`src/rtl/alu_pkg.sv`:
```
// alu_pkg: definitions shared across the ALU status interface.
//   - cond_code encodings COND_EQ .. COND_NV (codes 14/15 are reserved)
//   - query FSM state enum
//   - bit positions inside the {S,Z,C,V} flag vector
package alu_pkg;

    localparam logic [3:0] COND_EQ = 4'd0;
    localparam logic [3:0] COND_NE = 4'd1;
    localparam logic [3:0] COND_MI = 4'd2;
    localparam logic [3:0] COND_PL = 4'd3;
    localparam logic [3:0] COND_CS = 4'd4;
    localparam logic [3:0] COND_CC = 4'd5;
    localparam logic [3:0] COND_VS = 4'd6;
    localparam logic [3:0] COND_VC = 4'd7;
    localparam logic [3:0] COND_LT = 4'd8;
    localparam logic [3:0] COND_GE = 4'd9;
    localparam logic [3:0] COND_LE = 4'd10;
    localparam logic [3:0] COND_GT = 4'd11;
    localparam logic [3:0] COND_AL = 4'd12;
    localparam logic [3:0] COND_NV = 4'd13;

    localparam int FLAG_S = 3;
    localparam int FLAG_Z = 2;
    localparam int FLAG_C = 1;
    localparam int FLAG_V = 0;

    typedef enum logic [1:0] {
        ST_IDLE = 2'd0,
        ST_WAIT = 2'd1,
        ST_RESP = 2'd2
    } cond_state_t;

endpackage

```
`src/rtl/cond_eval.sv`:
```
// cond_eval: combinational branch-condition evaluator.
//   flags     in  4  {S,Z,C,V}
//   cond_code in  4  condition selector
//   taken     out 1  condition result (0 for reserved codes)
//   err       out 1  cond_code is reserved (14/15)
module cond_eval
    import alu_pkg::*;
(
    input  logic [3:0] flags,
    input  logic [3:0] cond_code,
    output logic       taken,
    output logic       err
);

    logic s, z, c, v;
    assign s = flags[FLAG_S];
    assign z = flags[FLAG_Z];
    assign c = flags[FLAG_C];
    assign v = flags[FLAG_V];

    always_comb begin
        taken = 1'b0;
        err   = 1'b0;
        case (cond_code)
            COND_EQ: taken = z;
            COND_NE: taken = ~z;
            COND_MI: taken = s;
            COND_PL: taken = ~s;
            COND_CS: taken = c;
            COND_CC: taken = ~c;
            COND_VS: taken = v;
            COND_VC: taken = ~v;
            COND_LT: taken = s ^ v;
            COND_GE: taken = ~(s ^ v);
            COND_LE: taken = z | (s ^ v);
            COND_GT: taken = ~(z | (s ^ v));
            COND_AL: taken = 1'b1;
            COND_NV: taken = 1'b0;
            default: err   = 1'b1;
        endcase
    end

endmodule

```
`src/rtl/flag_cond_unit.sv`:
```
// flag_cond_unit: architectural S/Z/C/V flag register, outstanding
// flag-write tracker, and a request/response branch-condition port that
// never answers while a flag write is still in flight.
//   clk, rst_n                  clock, synchronous active-low reset
//   pend_issue                  a flag-writing op was issued
//   alu_valid, alu_flag_we      flag-writing result retires this cycle
//   alu_s/z/c/v                 incoming flags
//   cond_req/cond_code/cond_ready   query request handshake
//   cond_valid/cond_taken/cond_err/cond_ack   query response handshake
//   flags, pend_cnt, pend_ovf, pend_unf   status
// Optional feature macro: FLAG_FWD_EN forwards the final retiring flags
// straight into evaluation, saving one cycle of query latency.
module flag_cond_unit
    import alu_pkg::*;
#(
    parameter int PEND_MAX = 3
) (
    input  logic       clk,
    input  logic       rst_n,
    input  logic       pend_issue,
    input  logic       alu_valid,
    input  logic       alu_flag_we,
    input  logic       alu_s,
    input  logic       alu_z,
    input  logic       alu_c,
    input  logic       alu_v,
    input  logic       cond_req,
    input  logic [3:0] cond_code,
    output logic       cond_ready,
    output logic       cond_valid,
    output logic       cond_taken,
    output logic       cond_err,
    input  logic       cond_ack,
    output logic [3:0] flags,
    output logic [1:0] pend_cnt,
    output logic       pend_ovf,
    output logic       pend_unf
);

    localparam logic [1:0] PEND_TOP = 2'(PEND_MAX);

    cond_state_t state;
    logic [3:0]  code_q;
    logic        retire;
    logic [3:0]  alu_flags;
    logic        fwd;
    logic        pend_clear;
    logic [3:0]  ev_flags;
    logic [3:0]  ev_code;
    logic        ev_taken;
    logic        ev_err;

    assign retire    = alu_valid & alu_flag_we;
    assign alu_flags = {alu_s, alu_z, alu_c, alu_v};

`ifdef FLAG_FWD_EN
    // Final retire: the last outstanding write lands now and no new one
    // is issued alongside it, so the incoming flags are the answer.
    assign fwd = retire & ~pend_issue & (pend_cnt == 2'd1);
`else
    assign fwd = 1'b0;
`endif

    assign pend_clear = (pend_cnt == 2'd0) | fwd;
    assign ev_flags   = fwd ? alu_flags : flags;
    // In IDLE the request is being accepted this cycle, so the live code
    // is used; afterwards only the latched copy is valid.
    assign ev_code    = (state == ST_IDLE) ? cond_code : code_q;

    cond_eval u_eval (
        .flags     (ev_flags),
        .cond_code (ev_code),
        .taken     (ev_taken),
        .err       (ev_err)
    );

    always_ff @(posedge clk) begin
        if (!rst_n)      flags <= 4'd0;
        else if (retire) flags <= alu_flags;
    end

    // Issue and retire together cancel; saturation sets sticky errors.
    always_ff @(posedge clk) begin
        if (!rst_n) begin
            pend_cnt <= 2'd0;
            pend_ovf <= 1'b0;
            pend_unf <= 1'b0;
        end else begin
            case ({pend_issue, retire})
                2'b10: begin
                    if (pend_cnt == PEND_TOP) pend_ovf <= 1'b1;
                    else                      pend_cnt <= pend_cnt + 2'd1;
                end
                2'b01: begin
                    if (pend_cnt == 2'd0) pend_unf <= 1'b1;
                    else                  pend_cnt <= pend_cnt - 2'd1;
                end
                default: ;
            endcase
        end
    end

    always_ff @(posedge clk) begin
        if (!rst_n) begin
            state      <= ST_IDLE;
            code_q     <= 4'd0;
            cond_ready <= 1'b1;
            cond_valid <= 1'b0;
            cond_taken <= 1'b0;
            cond_err   <= 1'b0;
        end else begin
            case (state)
                ST_IDLE: begin
                    if (cond_req) begin
                        code_q     <= cond_code;
                        cond_ready <= 1'b0;
                        if (pend_clear) begin
                            cond_taken <= ev_taken;
                            cond_err   <= ev_err;
                            cond_valid <= 1'b1;
                            state      <= ST_RESP;
                        end else begin
                            state      <= ST_WAIT;
                        end
                    end
                end
                ST_WAIT: begin
                    if (pend_clear) begin
                        cond_taken <= ev_taken;
                        cond_err   <= ev_err;
                        cond_valid <= 1'b1;
                        state      <= ST_RESP;
                    end
                end
                ST_RESP: begin
                    if (cond_ack) begin
                        cond_valid <= 1'b0;
                        cond_ready <= 1'b1;
                        state      <= ST_IDLE;
                    end
                end
                default: begin
                    cond_valid <= 1'b0;
                    cond_ready <= 1'b1;
                    state      <= ST_IDLE;
                end
            endcase
        end
    end

endmodule

```
`config.mk`:
```
export PLATFORM = sky130hd
export DESIGN_NAME = flag_cond_unit
export DESIGN_NICKNAME = d
export VERILOG_FILES = /design/src/rtl/alu_pkg.sv /design/src/rtl/cond_eval.sv /design/src/rtl/flag_cond_unit.sv
export SDC_FILE = /design/constraint.sdc
export NUM_CORES = 1
export LEC_CHECK = 0
export ABC_CLOCK_PERIOD_IN_PS = 1600
export CAP_MARGIN = 20
export CORE_ASPECT_RATIO = 1.2
export CORE_UTILIZATION = 33
export CTS_BUF_LIST = sky130_fd_sc_hd__clkbuf_8
export DETAILED_ROUTE_END_ITERATION = 8
export SLEW_MARGIN = 20
export SYNTH_ARGS = -nofsm -noshare
export SYNTH_HDL_FRONTEND = slang
export SYNTH_SLANG_ARGS = --single-unit
```
`constraint.sdc`:
```
create_clock -name clk -period 1.6 [get_ports clk]
set_clock_uncertainty 0.05 [all_clocks]
set_input_delay 0.32 -clock clk [delete_from_list [all_inputs] [get_ports clk]]
set_output_delay 0.32 -clock clk [all_outputs]
set_load 0.01 [all_outputs]
```
After elaboration in Yosys (flattened, before gate mapping)
Cells that the tools add are included.
Widths: inputs -> output; s select.
- flip-flop bits (word level): 18
- eq/ne operators: 23
- reductions and logical operators: 14
- add/subtract/negate cells: 2
- bitwise operators: 10
- mux-type cells: 24
- operators with widths (operator ; number):
    $eq 4x4->1 const B ; 6
    $eq 4x3->1 const B ; 4
    $reduce_or 14->1 ; 1
    $pmux 1 s13 ; 1
    $mux 2 ; 6
    $mux 1 ; 10
    $ne 2x2->1 const B ; 5
    $reduce_and 2->1 ; 5
    $reduce_and 3->1 ; 3
    $eq 4x2->1 const B ; 2
    $not 1->1 ; 7
    $eq 2x2->1 const B ; 3
    $pmux 1 s3 ; 2
    $pmux 2 s3 ; 1
    $eq 2x1->1 const B ; 2
    $eq 4x1->1 const B ; 1
    $logic_not 2->1 ; 2
    $logic_not 4->1 ; 1
    $mux 4 ; 1
    $pmux 1 s2 ; 2
    $pmux 2 s2 ; 1
    $reduce_bool 2->1 ; 2
    $add 2x1->2 const B ; 1
    $sub 2x1->2 const B ; 1
    3 further kinds ; 3

Logic depth before layout (Yosys ltp)
Gate-level depths: netlist of the first run.
- depth after elaboration: 8
- depth in mapped cells: 6
- mapped depth without buffers: 5

By module
From an unflattened synthesis of the first run, not the netlist that was laid out.
- cell total of the unflattened synthesis: 104
- area total of the unflattened synthesis: 947.2 µm²
- modules (own cells, without submodules) (module ; times used ; seq. area each (µm²) ; cells an instance ; area each (µm²)):
    flag_cond_unit ; 1 ; 360.3 ; 81 ; 788.3
    cond_eval ; 1 ; 0.0 ; 23 ; 158.9

Least setup slack after synthesis of the first run
No wires, ideal clock.
- kind: flip-flop to flip-flop
- start point: register state[1]
- end point: register cond_taken
- data required time: 1.491 ns
- period minus slack after synthesis: 1.781 ns
- arrival: 1.672 ns
- slack: -0.181 ns
- path buffers: 1
- cell stages (with the launch flop): 7
- setup time: 0.059 ns
- cell sequence: dfxtp_1 -> buf_6 -> nor2_8 -> mux2_2 -> or4b_1 -> a31oi_1 -> o31a_1
- cells in the longest elaborated chain, start to end: 7
- ends and longest elaborated chain (what ; RTL line ; text):
    from (decl) ; flag_cond_unit.sv:42 ; cond_state_t state;
    from (signal assigned) ; flag_cond_unit.sv:105 ; state <= ST_IDLE;
    from (signal assigned) ; flag_cond_unit.sv:121 ; state <= ST_RESP;
    from (signal assigned) ; flag_cond_unit.sv:123 ; state <= ST_WAIT;
    $logic_not 2->1 ; flag_cond_unit.sv:68, flag_cond_unit.sv:112 ;
    $mux 4 ; flag_cond_unit.sv:68 ; assign ev_code = (state == ST_IDLE) ? cond_code : code_q;
    $eq 4x4->1 (tied with other cells) ; cond_eval.sv:24 ; case (cond_code)
    $pmux 1 s13 ; cond_eval.sv:24 ;
    $mux 1 ; flag_cond_unit.sv:117, flag_cond_unit.sv:128 ;
    $mux 1 ; flag_cond_unit.sv:114 ; if (cond_req) begin
    $pmux 1 s2 ; flag_cond_unit.sv:112 ; case (state)
    to (signal assigned) ; flag_cond_unit.sv:118 ; cond_taken <= ev_taken;
    to (signal assigned) ; flag_cond_unit.sv:129 ; cond_taken <= ev_taken;
    to (decl) ; flag_cond_unit.sv:31 ; output logic cond_taken,
Parallel ways exist; a longest one is shown, timed or not. The select of a mux whose other input is x is not followed.
A chain may end at the register's enable or synchronous reset.

Final worst setup path of the first run
- start point: register state[0]
- end point: register cond_taken
Same word-level chain as after synthesis.

==> flow_summary_export.csv, run 1 <==
group,metric,value,unit
outcome,outcome,"finished, violations left",
outcome,violations,"negative setup slack",
sta,rsz0062_at_grt,"yes",
drt,ant_nets,0,
cts,numCtsBuffers,3,
global_routing,grt_overflow,0,
power_and_ir_drop,pwr-share-clk,0.305,
layout,n_antenna_cell,0,
sta,period_needed,1780,ps
global_routing,grt_max_degree,11,
drt,drc_errors,0,
setup_path,cp_data_required_time,1750,ps
floorplan,core_area,2810,um2
setup_path,crit_fanout,5,
power_and_ir_drop,p_per_area,793,nW/um2
floorplan,dieWidth,52.0,um
floorplan,io-pin-count,27,
placed_design,port_buffers,26,
synth,yosys_warnings,0,
layout,num-fill-cells,267,
cts,clockBufferDepth,2,
synth,ys_types,38,
cts,hold_buffers,0,
sta,postLayoutSetupSlackWorst,-177,ps
synth,yosys_register_bits,18,
setup_path,crit_type,"reg2reg",
power_and_ir_drop,p_leak,0.703,nW
layout,drive_above_1_share,0.278,
cts,cts_root_buf,"clkbuf_8",
cts,clk_pin_slew,70,ps
drt,wl,2560,um
sta,tightest_slew,393,ps
floorplan,die_h,62.0,um
synth,ys_seq_area_frac,0.364,
drt,drt_iter0_drc,28,
layout,regArea,373,um2
floorplan,rows,21,
power_and_ir_drop,seqPwrFrac,0.422,
layout,utilization,0.550,
sta,slew_viol_final,0,
setup_path,critPathCaptureType,"register",
power_and_ir_drop,p_switching,0.335,mW
layout,area_delta_synth_final,56.3,%
synth,async_reset_ff_frac,0,
drt,dr.pass1.iters,4,
power_and_ir_drop,totalPowerFinal,1.23,mW
global_routing,grt_pass1_vias,1000,
layout,stdcell_area,1550,um2
setup_path,critPathLaunchType,"register",
cts,htree_levels,1,
setup_path,rr_worst_depth,5,
synth,synthesis.nets,127,
synth,synth-edff-count,0,
synth,synth_area,990,um2
floorplan,initial_core_util,0.352,
placed_design,pre_cts_slack,-491,ps
synth,syn_avg_cell_area,8.84,um2
layout,layout_commonest_cell,"buf_4",
setup_path,arrival,1930,ps
sta,final.setup.tns,-177,ps
global_routing,grt_pass1_wl,4250,um
sta,finalSetupViolCount,1,
global_routing,track_usage,0.178,
layout,multiInputGateArea,623,um2
cts,cts_tree,"built",
placed_design,gp_routability_congestion,0.884,
floorplan,die_area,3220,um2
sta,slew-limit-headroom,0.737,
power_and_ir_drop,internal_power,0.891,mW
power_and_ir_drop,swShare,0.273,
sta,fmax,563,MHz
sta,hold_violations,0,
cts,worst_skew_pair.late_latency,250,ps
drt,vias_per_cell,5.24,
sta,whs,413,ps
job,max_cap_violations,0,
layout,layout_common_cells,"23 x buf_4, 21 x clkdlybuf4s50_1, 12 x dfxtp_1",
drt,vias,1028,
placed_design,placed_area,1440,um2
synth,syn_inst,112,
placed_design,dp.cells,191,
drt,wl_per_cell,13.0,um
sta,fin_crit_sh,1.11,
power_and_ir_drop,ir_worst_vdd,0.000425,V
hold_path,hold_class,"reg2reg",
power_and_ir_drop,power_frac_comb,0.273,
hold_path,hold_depth,1,
layout,instances_no_fill,196,
layout,fin_nets,178,
cts,cts_sinks,18,
global_routing,antenna_found_initial,0,
placed_design,hpwl,1960,um
synth,synth_ff_type,"dfxtp_1",
## cells in the mapped netlist, drive strengths merged (2+ instances only)
| library cell | number | area, um2 |
|---|---|---|
| buf | 3 | 27.5 |
| nor2b | 6 | 37.5 |
| or4b | 2 | 20.0 |
| a21boi | 8 | 60.1 |
| o211a | 2 | 20.0 |
| o21a | 2 | 16.3 |
| nand3 | 4 | 20.0 |
| mux2i | 7 | 73.8 |
| nor2 | 6 | 41.3 |
| a21oi | 8 | 40.0 |
| nor3b | 2 | 26.3 |
| nand2 | 11 | 41.3 |
| nor3 | 4 | 20.0 |
| o21ai | 9 | 45.0 |
| dfxtp | 18 | 360 |
| a31oi | 4 | 25.0 |
## worst paths after layout
path / start / slack, ps / to
hold / removal: pend_unf / 410 / pend_unf
hold reg to reg: pend_unf / 410 / pend_unf
setup reg to reg: state[0] / -180 / cond_taken
setup / recovery: state[0] / -180 / cond_taken
## final cells by class
| class | count | area share |
|---|---|---|
| clock buffer | 4 | 0.0356 |
| inverter | 1 | 0.00243 |
| multi-input combinational | 89 | 0.403 |
| sequential | 18 | 0.241 |
| tap | 34 | 0.0275 |
| timing repair buffer | 50 | 0.290 |
## routing by layer
metal	share of wire	wire, um	track usage
met5	0	0	0
met4	0.011	29	0.0811
met3	0.056	143	0.0389
met2	0.48	1240	0.311
met1	0.45	1140	0.209
## power by group through the flow
stage          Clock (mW)  Combinational, mW  Sequential, mW
2_1_floorplan           0              0.165           0.519
4_1_cts             0.387              0.329           0.517
5_1_grt             0.408              0.367           0.522
3_5_place_dp            0              0.324           0.526
6_report            0.374              0.334           0.518
3_3_place_gp            0              0.318           0.525
## critical path: stages (launching register included)
cell and delay [ps]:
dfxtp_4 380, nor2_8 140, mux2_4 320, or4b_1 510, a31oi_1 190, o31a_1 140
## flip-flops by register name, indices dropped and copies added, names as in the netlist
name / flops
state: 2
cond_taken: 1
pend_unf: 1
code_q: 4
cond_ready: 1
pend_ovf: 1
flags: 4
pend_cnt: 2
cond_valid: 1
cond_err: 1
## timing repair
item / CTS / global route
resized for setup: 10 / 9
endpoints found under the setup margin: 6 / 8
hold endpoints to repair: 0 / 0
pin swaps: 6 / 4
setup buffers: 1 / 0
## kinds of logic (layout without fill, tap and decap cells)
| logic type | Yosys count | in the layout | share of synthesized area |
|---|---|---|---|
| AOI/OAI and AO/OA | 38 | 38 | 0.249 |
| muxes | 8 | 8 | 0.0860 |
| and+or+nand+nor | 41 | 41 | 0.248 |
| DFF | 18 | 18 | 0.364 |
| buffers and inverters | 5 | 55 | 0.0354 |
| xor gates and xnor gates | 2 | 2 | 0.0177 |
(Power assumes the default switching activity.)
==> inputs of run 2 (changes only) <==
- SETUP_SLACK_MARGIN: default -> 0.15
==> flow_summary_export.csv, run 2 (synthesis gave the netlist of run 1 again) <==
group,metric,value,unit
layout,n_antenna_cell,0,
layout,regArea,374,um2
cts,cts_tree,"built",
placed_design,port_buffers,26,
power_and_ir_drop,ir_worst_vdd,0.000564,V
cts,numCtsBuffers,3,
cts,clockBufferDepth,2,
drt,drt_iter0_drc,26,
job,max_cap_violations,0,
cts,hold_buffers,0,
sta,period_needed,1830,ps
drt,dr.pass1.iters,4,
cts,htree_levels,1,
hold_path,hold_class,"reg2reg",
setup_path,critPathLaunchType,"register",
sta,fin_crit_sh,1.14,
drt,drc_errors,0,
power_and_ir_drop,totalPowerFinal,1.27,mW
placed_design,pre_cts_slack,-485,ps
cts,worst_skew_pair.late_latency,250,ps
setup_path,cp_num_buf_inv,0,
placed_design,gp_routability_congestion,0.801,
setup_path,cp_data_required_time,1750,ps
layout,drive_above_1_share,0.331,
sta,rsz0062_at_grt,"yes",
setup_path,crit_type,"reg2reg",
drt,ant_nets,0,
setup_path,arrival,1980,ps
drt,vias_per_cell,5.15,
global_routing,antenna_found_initial,0,
setup_path,crit_family,"simple AND/OR/NAND/NOR gates",
setup_path,crit_path_top_delay_cell,"or4b_4",
placed_design,dp.cells,192,
outcome,violations,"negative setup slack",
global_routing,track_usage,0.192,
global_routing,grt_pass1_wl,4540,um
placed_design,hpwl,1900,um
layout,layout_common_cells,"25 x buf_4, 13 x clkdlybuf4s50_1, 13 x dlygate4sd2_1",
power_and_ir_drop,p_per_area,790,nW/um2
layout,area_delta_synth_final,62.3,%
layout,top_regs,"code_q: 4 flops, flags: 4 flops",
sta,fmax,547,MHz
layout,multiInputGateArea,657,um2
sta,postLayoutSetupSlackWorst,-228,ps
floorplan,initial_core_util,0.352,
floorplan,die_h,62.0,um
floorplan,die_area,3220,um2
sta,slew-limit-headroom,0.716,
sta,tightest_slew,424,ps
power_and_ir_drop,p_leak,0.725,nW
setup_path,crit_fanout,4,
global_routing,grt.met3_usage,0.0316,
setup_path,critPathCaptureType,"register",
floorplan,io-pin-count,27,
global_routing,grt_pass1_vias,1045,
outcome,outcome,"finished, violations left",
global_routing,top_usage_layer,"met2",
cts,cts_sinks,18,
cts,cts_root_buf,"clkbuf_8",
drt,wl_per_cell,13.6,um
drt,wl,2710,um
floorplan,dieWidth,52.0,um
drt,vias,1030,
sta,finalSetupViolCount,4,
global_routing,grtUsageMet2,0.357,
layout,fin_nets,182,
global_routing,grt_max_degree,18,
layout,instances_no_fill,200,
cts,clk_pin_slew,70,ps
sta,hold_violations,0,
global_routing,grt_overflow,0,
layout,num-fill-cells,268,
setup_path,cp_cell_sequence,"nor2_8 -> mux2_4 -> or4b_4 -> a31oi_1 -> o31a_1",
floorplan,core_area,2810,um2
floorplan,rows,21,
sta,slew_viol_final,0,
global_routing,grtUsageMet1,0.215,
layout,utilization,0.571,
layout,layout_commonest_cell,"buf_4",
setup_path,max_stage_delay,490,ps
-- run 2: changes by cell type in the layout (fill, tap and decap cells not counted), sizes merged --
cell / delta
dlygate4sd2: +11
clkdlybuf4s50: -8
buf: +4
dlymetal6s2s: -3
-- run 2: area by class of cell --
type | count | share of cell area
Clock buffer | 4 | 0.0343
Sequential cell | 18 | 0.233
Inverter | 1 | 0.00234
Tap cell | 34 | 0.0265
Timing Repair Buffer | 54 | 0.295
Multi-Input combinational cell | 89 | 0.409
-- run 2: layer usage --
metal  routed length [um]  part of all wire
met1                 1150              0.42
met2                 1420              0.52
met3                  112             0.041
met5                    0                 0
met4                   29             0.011
-- run 2: power by group --
part | internal [mW] | switching [mW]
registers | 0.479 | 0.0388
clock network | 0.219 | 0.155
logic | 0.218 | 0.160
total | 0.915 | 0.354
-- run 2: per-stage QoR --
stage | hold WS [ps] | TNS, ps | area, um2
after floorplan | 424 | -130 | 995
after global placement | 398 | -788 | 1460
after detailed placement | 405 | -858 | 1460
after CTS | 412 | -263 | 1550
after global routing | 446 | -579 | 1610
final | 407 | -365 | 1610
-- run 2: final timing paths --
path              startpoint         end  slack [ps]  cells past startpoint
setup / recovery    state[0]  cond_taken        -230                      5
hold / removal    cond_valid  cond_valid         410                      2
setup reg to reg    state[0]  cond_taken        -230                      5
hold reg to reg   cond_valid  cond_valid         410                      2
-- run 2: what timing repair did --
action | 4_1_cts | 5_1_grt
endpoints found under the setup margin | 19 | 5
resized for setup | 28 | 9
buffers inserted | 1 | 3
endpoints found under the hold margin | 0 | 0
pin swaps | 1 | 5
-- run 2: worst reg2reg max path, cell delays in order, from the launching register on --
cell	delay, ps
dfxtp_4	380
nor2_8	160
mux2_4	330
or4b_4	490
a31oi_1	220
o31a_1	150
